## config.mk

```make
export PLATFORM = sky130hd
export DESIGN_NAME = nios_system_button_in
export DESIGN_NICKNAME = d
export VERILOG_FILES = /design/src/rtl/nios_system_button_in.sv
export SDC_FILE = /design/constraint.sdc
export NUM_CORES = 1
export LEC_CHECK = 0
export CAP_MARGIN = 20
export CELL_PAD_IN_SITES_DETAIL_PLACEMENT = 0
export CELL_PAD_IN_SITES_GLOBAL_PLACEMENT = 2
export CORE_MARGIN = 2
export CORE_UTILIZATION = 31
export CTS_BUF_LIST = sky130_fd_sc_hd__clkbuf_4 sky130_fd_sc_hd__clkbuf_8 sky130_fd_sc_hd__clkbuf_16
export DETAILED_ROUTE_END_ITERATION = 12
export MAX_ROUTING_LAYER = met4
export PLACE_DENSITY = 0.85
export SETUP_SLACK_MARGIN = 0.1
export SYNTH_ARGS = -nofsm -noshare
export SYNTH_HDL_FRONTEND = slang
export SYNTH_SLANG_ARGS = --single-unit
```

## constraint.sdc

```tcl
create_clock -name clk -period 2.4 [get_ports clk]
set_input_delay 0.48 -clock clk [delete_from_list [all_inputs] [get_ports clk]]
set_output_delay 0.48 -clock clk [all_outputs]
set_load 0.01 [all_outputs]
```

## src/rtl/nios_system_button_in.sv

```systemverilog
`default_nettype none
// ============================================================================
// nios_system_button_in : Avalon-MM button input PIO (sync, debounce, edge IRQ)
// Revision 1.0
// ============================================================================
module nios_system_button_in #(
   parameter int WIDTH           = 4,
   parameter int DEBOUNCE_CYCLES = 50000,
   parameter int CNT_W           = 16,
   parameter bit INVERT          = 1'b1
) (
   input  logic             clk,
   input  logic             reset_n,
   input  logic [1:0]       address,
   input  logic             chipselect,
   input  logic             write_n,
   input  logic [31:0]      writedata,
   input  logic [WIDTH-1:0] in_port,
   output logic [31:0]      readdata,
   output logic             irq
);

   localparam logic [CNT_W-1:0] C_CNT_LAST = CNT_W'(DEBOUNCE_CYCLES - 1);

   logic [WIDTH-1:0] sync1_q, sync1_d;
   logic [WIDTH-1:0] sync2_q, sync2_d;
   logic [WIDTH-1:0] stable_q, stable_d;
   logic [WIDTH-1:0] edge_cap_q, edge_cap_d;
   logic [WIDTH-1:0] irq_mask_q, irq_mask_d;
   logic [CNT_W-1:0] cnt_q [WIDTH];
   logic [CNT_W-1:0] cnt_d [WIDTH];

   logic [WIDTH-1:0] pin;
   logic [WIDTH-1:0] rise;
   logic [WIDTH-1:0] clr_mask;
   logic             wr_en;
   logic             unused_wdata;

   // Only the low WIDTH bits of writedata are meaningful.
   assign unused_wdata = &{1'b0, writedata};

   always_comb begin
      pin      = in_port ^ {WIDTH{INVERT}};
      sync1_d  = pin;
      sync2_d  = sync1_q;
      stable_d = stable_q;
      for (int i = 0; i < WIDTH; i++) begin
         cnt_d[i] = '0;
         // Any sample matching the accepted level restarts the qualification window.
         if (sync2_q[i] != stable_q[i]) begin
            if (cnt_q[i] == C_CNT_LAST) begin
               stable_d[i] = sync2_q[i];
            end else begin
               cnt_d[i] = cnt_q[i] + CNT_W'(1);
            end
         end
      end

      rise     = stable_d & ~stable_q;
      wr_en    = chipselect & ~write_n;
      clr_mask = (wr_en && (address == 2'd3)) ? writedata[WIDTH-1:0] : '0;
      // A press accepted on the same edge as a clear must survive.
      edge_cap_d = (edge_cap_q & ~clr_mask) | rise;
      irq_mask_d = (wr_en && (address == 2'd2)) ? writedata[WIDTH-1:0] : irq_mask_q;
   end

   always_ff @(posedge clk) begin
      if (!reset_n) begin
         sync1_q    <= '0;
         sync2_q    <= '0;
         stable_q   <= '0;
         edge_cap_q <= '0;
         irq_mask_q <= '0;
         for (int i = 0; i < WIDTH; i++) begin
            cnt_q[i] <= '0;
         end
      end else begin
         sync1_q    <= sync1_d;
         sync2_q    <= sync2_d;
         stable_q   <= stable_d;
         edge_cap_q <= edge_cap_d;
         irq_mask_q <= irq_mask_d;
         for (int i = 0; i < WIDTH; i++) begin
            cnt_q[i] <= cnt_d[i];
         end
      end
   end

   always_comb begin
      readdata = '0;
      case (address)
         2'd0:    readdata[WIDTH-1:0] = stable_q;
         2'd2:    readdata[WIDTH-1:0] = irq_mask_q;
         2'd3:    readdata[WIDTH-1:0] = edge_cap_q;
         default: readdata = '0;
      endcase
   end

   assign irq = |(edge_cap_q & irq_mask_q);

endmodule
`default_nettype wire
```

==> metrics.yaml, run 1 <==
diodes: 0
p_per_area_nw_per_um2: 612
pin_count: 75
synth_top_area_cell: "dfxtp_1"
die_h_um: 116
ys_types: 38
dieWidth_um: 116
cts_setup_buffers: 0
synth-main-ff-cell: "dfxtp_1"
drive_gt1_frac: 0.0667
final_hold_viol_count: 0
maxCapViolCount: 0
clk_path_buf_depth: 2
status: "completed"
drt-total-wl_um: 7150
antenna_found_initial: 0
period_share: 0.886
grt_setup_unrepaired: "no"
synth_top_family_by_area: "simple AND/OR/NAND/NOR gates"
postRouteAntennaNets: 0
cts.sinks: 84
multi_input_area_um2: 2020
std_cell_rows: 40
ys_warn_count: 0
h-tree-depth: 3
synthSimpleGateAreaFrac: 0.278
cts_root_buffer: "clkbuf_16"
grt_pass1_wl_um: 12600
synthDominantCellAreaShare: 0.431
gp_congestion: 0.821
synth_fa_ha_area_frac: 0.0128
post-route-min-period_ps: 2130
critPathMaxFanout: 7
wire_per_inst_um: 11.3
worst_setup_path_end_kind: "primary output"
seqCellArea_um2: 1680
holdWs_ps: 430
utilization: 0.367
final_cell_area_um2: 4460
fin_nets: 508
drcViolationCount: 0
crit_type: "in2out"
p_leak_nw: 1.49
cp_slowest_cell: "mux2_2"
fin_skew_ps: 5.27
synth_compound_area_frac: 0.0356
muxShareOfSynthArea: 0.0295
drt_pass1_iterations: 4
power_w: 0.00273
cp.required_ps: 1920
hp-class: "reg2reg"
crit_path_max_incr_delay_ps: 360
numCtsBuffers: 9
ys_async_sr_fraction: 0
syn_inst: 436
setup_viol: 0
die_area_um2: 13500
io_buffers: 18
cts.clk_slew.worst_paths_ps: 60
synth_edf_count: 0
crit_chain: "clkdlybuf4s15_2 -> mux2_2 -> a22o_1 -> dlygate4sd2_1"
drv_slew: 0
grt_pass1_vias: 2748
area_growth_pct: 14.4
synth_most_common_cell: "dfxtp_1"
dp_cells: 619
finalNonFillerCells: 633
cts_tree: "yes"
grt_max_degree: 16
vias_per_cell: 4.54
ir_drop_v: 0.000330
avgSynthCellArea_um2: 8.95
ys_ff_latch: 84
synth_area_um2: 3900
detailed_place.area_um2: 4190
fmax_mhz: 470
arrival_ps: 1650
start_kind: "input pin"
drt_iter0_drc: 114
synth_area_leaders: "dfxtp_1 43%, xnor2_1 11%, nor2_1 6.4%"
synth_xor_area_frac: 0.132
grt_usage: 0.122
ctsHoldBuffers: 0
fill_cells: 1241
overflow: 0
synth_common_cells: "84 x dfxtp_1, 67 x nor2_1, 47 x xnor2_1"
ys_seq_area_frac: 0.431
hpwl_um: 5160
initial_core_util: 0.321
clk_latency_ps: 340
vias: 2873
core_area_um2: 12200
-- logic make-up (layout without fill, tap and decap cells) --
group | count (synthesis) | after routing
simple gates | 207 | 207
flops | 84 | 84
xor+xnor | 59 | 59
buf+inv | 52 | 54
compound gates | 18 | 18
mux | 11 | 11
fa+ha+maj | 4 | 4
other cells | 1 | 28
-- per-stage QoR --
stage	TNS (ps)	setup WS, ps
after floorplan	0	514
after global placement	-1010	-274
after detailed placement	-1050	-276
after CTS	0	8.97
after global routing	0	227
final	0	273
-- layer usage --
metal | track usage | wire length [um] | up-vias | part of all wire
met5 | - | 0 | - | 0
met3 | 0.0285 | 252 | 10 | 0.035
met4 | 0.0524 | 155 | 0 | 0.022
met2 | 0.182 | 3110 | 44 | 0.44
met1 | 0.158 | 3630 | 1317 | 0.51
li1 | - | - | 1502 | -
-- registers in the layout, summed over array words and instances (netlist names) --
signal and cells:
cnt_q 64, edge_cap_q 4, irq_mask_q 4, stable_q 4
sync1_q 4, sync2_q 4
-- area by class of cell --
| cell class | instances | area share |
|---|---|---|
| clock buffer | 11 | 0.0552 |
| sequential | 84 | 0.377 |
| inverter | 14 | 0.0118 |
| clock inverter | 3 | 0.00336 |
| multi-input combinational | 327 | 0.452 |
| tap | 168 | 0.0471 |
| timing repair buffer | 26 | 0.0538 |
-- worst paths after layout --
path,cells after the start,slack [ps],startpoint,to
max,4,270,address[0],readdata[1]
min,1,430,sync1_q[1]$_SDFF_PN0_,sync2_q[1]$_SDFF_PN0_
max reg2reg,4,370,cnt_q[3][4]$_SDFF_PP0_,cnt_q[3][5]$_SDFF_PP0_
min reg2reg,1,430,sync1_q[1]$_SDFF_PN0_,sync2_q[1]$_SDFF_PN0_
-- placed cells by master, fill, tap and decap left out, drive strengths merged, types with 4 or more instances in the layout --
master and count:
a21boi 4, mux2 4, or4 4, nand3 28, xor2 12, nor3 15
nor2b 11, conb 28, and2 5, o21ai 4, ha 4, nand2 16
clkbuf 11, nor4 22, a22o 4, and3 7, nand4 17, mux2i 7
nor2 67, inv 14, dfxtp 84, clkdlybuf4s50 13, xnor2 47, buf 8
-- worst max-delay path: cells and delay by family --
kind,cells,cell delay [ps]
compound gates,1,220
buf+inv,2,580
mux,1,360
-- power by group --
group	internal [W]	switching [W]	total, W
Sequential	0.00140	0.00000599	0.00141
Combinational	0.0000390	0.0000524	0.0000915
Clock	0.000722	0.000508	0.00123
Total	0.00217	0.000567	0.00273
-- what timing repair did --
action	4_1_cts	5_1_grt
pin swaps	0	0
resized for setup	8	1
endpoints found under the setup margin	4	1
Power figures use the tool's default switching activity.
==> run 2: changes to the inputs <==
--- a/config.mk
+++ b/config.mk
@@ -8,12 +8,13 @@
 export CAP_MARGIN = 20
 export CELL_PAD_IN_SITES_DETAIL_PLACEMENT = 0
 export CELL_PAD_IN_SITES_GLOBAL_PLACEMENT = 2
-export CORE_MARGIN = 2
+export CORE_MARGIN = 1
 export CORE_UTILIZATION = 31
 export CTS_BUF_LIST = sky130_fd_sc_hd__clkbuf_4 sky130_fd_sc_hd__clkbuf_8 sky130_fd_sc_hd__clkbuf_16
 export DETAILED_ROUTE_END_ITERATION = 12
 export MAX_ROUTING_LAYER = met4
 export PLACE_DENSITY = 0.85
+export REMOVE_ABC_BUFFERS = 1
 export SETUP_SLACK_MARGIN = 0.1
 export SYNTH_ARGS = -nofsm -noshare
 export SYNTH_HDL_FRONTEND = slang
==> run 2 against run 1 <==
Net effect: final cell count is the same; clock skew grew 2.5 ps; hold slack lost 1.2 ps; die area decreased by 3.4%; first-iteration DRC count is 1.8% lower; register-to-register slack got worse by 20 ps; design area down 0.22%; count of clock-buffer cells in the layout rose by 1; global-route usage grew 0.43 points; largest cell class unchanged; sequential share of layout area up 0.085 points.
==> metrics.yaml, run 2 (synthesis results as in run 1) <==
top_register: "cnt_q"
wire_per_inst_um: 11.7
pin_count: 75
gp_congestion: 0.770
start_kind: "input pin"
layout_setup_ws_ps: 251
drt_iter0_drc: 112
p_leak_nw: 1.47
grt_pass1_wl_um: 12600
clk_path_buf_depth: 2
fill_cells: 1255
std_cell_rows: 40
wl_met2_um: 3350
holdWs_ps: 429
crit_path_max_incr_delay_ps: 350
dieWidth_um: 114
multi_input_area_um2: 2020
path_buf_inv: 2
diodes: 0
vias_per_cell: 4.57
fin_nets: 507
numCtsBuffers: 9
drv_slew: 0
vias: 2890
status: "completed"
p_per_area_nw_per_um2: 615
grt_max_degree: 16
hpwl_um: 5170
cp_num_cells: 4
hold_depth: 1
initial_core_util: 0.321
post-route-min-period_ps: 2150
cts_root_buffer: "clkbuf_16"
area_growth_pct: 14.1
cts_setup_buffers: 0
cts.sinks: 84
r2r_slack_ps: 350
r2r_cells: 4
grt_pass1_vias: 2660
met1_length_um: 3780
cp_top_family: "buffers and inverters"
antenna_found_initial: 0
wl_met3_um: 174
cts.clk_slew.worst_paths_ps: 50
clk_latency_ps: 330
drive_gt1_frac: 0.0667
io_buffers: 18
layout_common_cells: "84 x dfxtp_1, 66 x nor2_1, 47 x xnor2_1, 28 x conb_1, 27 x nand3_1"
h-tree-depth: 3
seqCellArea_um2: 1680
startpoint: "address[0]"
arrival_ps: 1670
final_hold_viol_count: 0
postRouteAntennaNets: 0
dp_cells: 618
overflow: 0
layout_commonest_cell: "dfxtp_1"
fin_skew_ps: 7.74
drt-total-wl_um: 7410
endpoint: "readdata[1]"
grt_usage: 0.126
ctsHoldBuffers: 0
cp.required_ps: 1920
period_share: 0.896
cts_tree: "yes"
cp_slowest_cell: "mux2_2"
die_area_um2: 13000
highest_layer: "met4"
r2r-start: "cnt_q[3][4]$_SDFF_PP0_"
maxCapViolCount: 0
rr_endpoint: "cnt_q[3][9]$_SDFF_PP0_"
setup_viol: 0
largest_register_ffs: 64
ir_drop_v: 0.000321
drt_pass1_iterations: 4
worst_setup_path_end_kind: "primary output"
dp_slack_ps: -330
drcViolationCount: 0
critPathMaxFanout: 7
die_h_um: 114
crit_chain: "clkdlybuf4s15_2 -> mux2_2 -> a22o_1 -> dlygate4sd2_1"
grt_setup_unrepaired: "no"
finalNonFillerCells: 633
core_area_um2: 12200
crit_type: "in2out"
fmax_mhz: 465
hp-class: "reg2reg"
## run 2: area by class of cell
class,instances,area share
Multi-Input combinational cell,327,0.453
Tap cell,168,0.0472
Clock buffer,12,0.0556
Clock inverter,3,0.00337
Inverter,14,0.0118
Sequential cell,84,0.378
Timing Repair Buffer,25,0.0514
## run 2: layer usage
layer / up-vias / global-route usage
met2: 51 / 0.186
met3: 7 / 0.0175
li1: 1493 / -
met5: - / -
met4: 0 / 0.0701
met1: 1339 / 0.166
## run 2: worst min-delay path by stage
stage,slack [ps],from,to
after floorplan,410,sync1_q[0]$_SDFF_PN0_,sync2_q[0]$_SDFF_PN0_
after global placement,410,sync1_q[3]$_SDFF_PN0_,sync2_q[3]$_SDFF_PN0_
after detailed placement,420,sync1_q[2]$_SDFF_PN0_,sync2_q[2]$_SDFF_PN0_
after CTS,430,sync1_q[2]$_SDFF_PN0_,sync2_q[2]$_SDFF_PN0_
after global routing,460,sync1_q[0]$_SDFF_PN0_,sync2_q[0]$_SDFF_PN0_
final,430,sync1_q[2]$_SDFF_PN0_,sync2_q[2]$_SDFF_PN0_
## run 2: worst reg2reg max path, delay by kind of cell, from the launching register on
family          cells  cell delay [ps]
simple gates        3             1210
flops               1              360
compound gates      1              370
## run 2: what timing repair did
action / CTS / global route
gates resized for setup: 9 / 0
endpoints found under the setup margin: 4 / 0
hold endpoints to repair: 0 / 0
## run 2: per-stage QoR
step	util	area (um2)	setup TNS, ps	power (W)
2_1_floorplan	-	3740	0	0.00148
3_3_place_gp	0.344	4190	-1080	0.00153
3_5_place_dp	0.344	4190	-1130	0.00153
4_1_cts	0.366	4450	0	0.00279
5_1_grt	0.366	4450	0	0.00286
6_report	0.366	4450	0	0.00274
## run 2: report_power, final
group / switching (W) / internal [W] / leakage [nW]
Sequential: 0.00000624 / 0.00140 / 0.678
Clock: 0.000512 / 0.000724 / 0.136
Combinational: 0.0000519 / 0.0000379 / 0.655
Total: 0.000570 / 0.00217 / 1.47
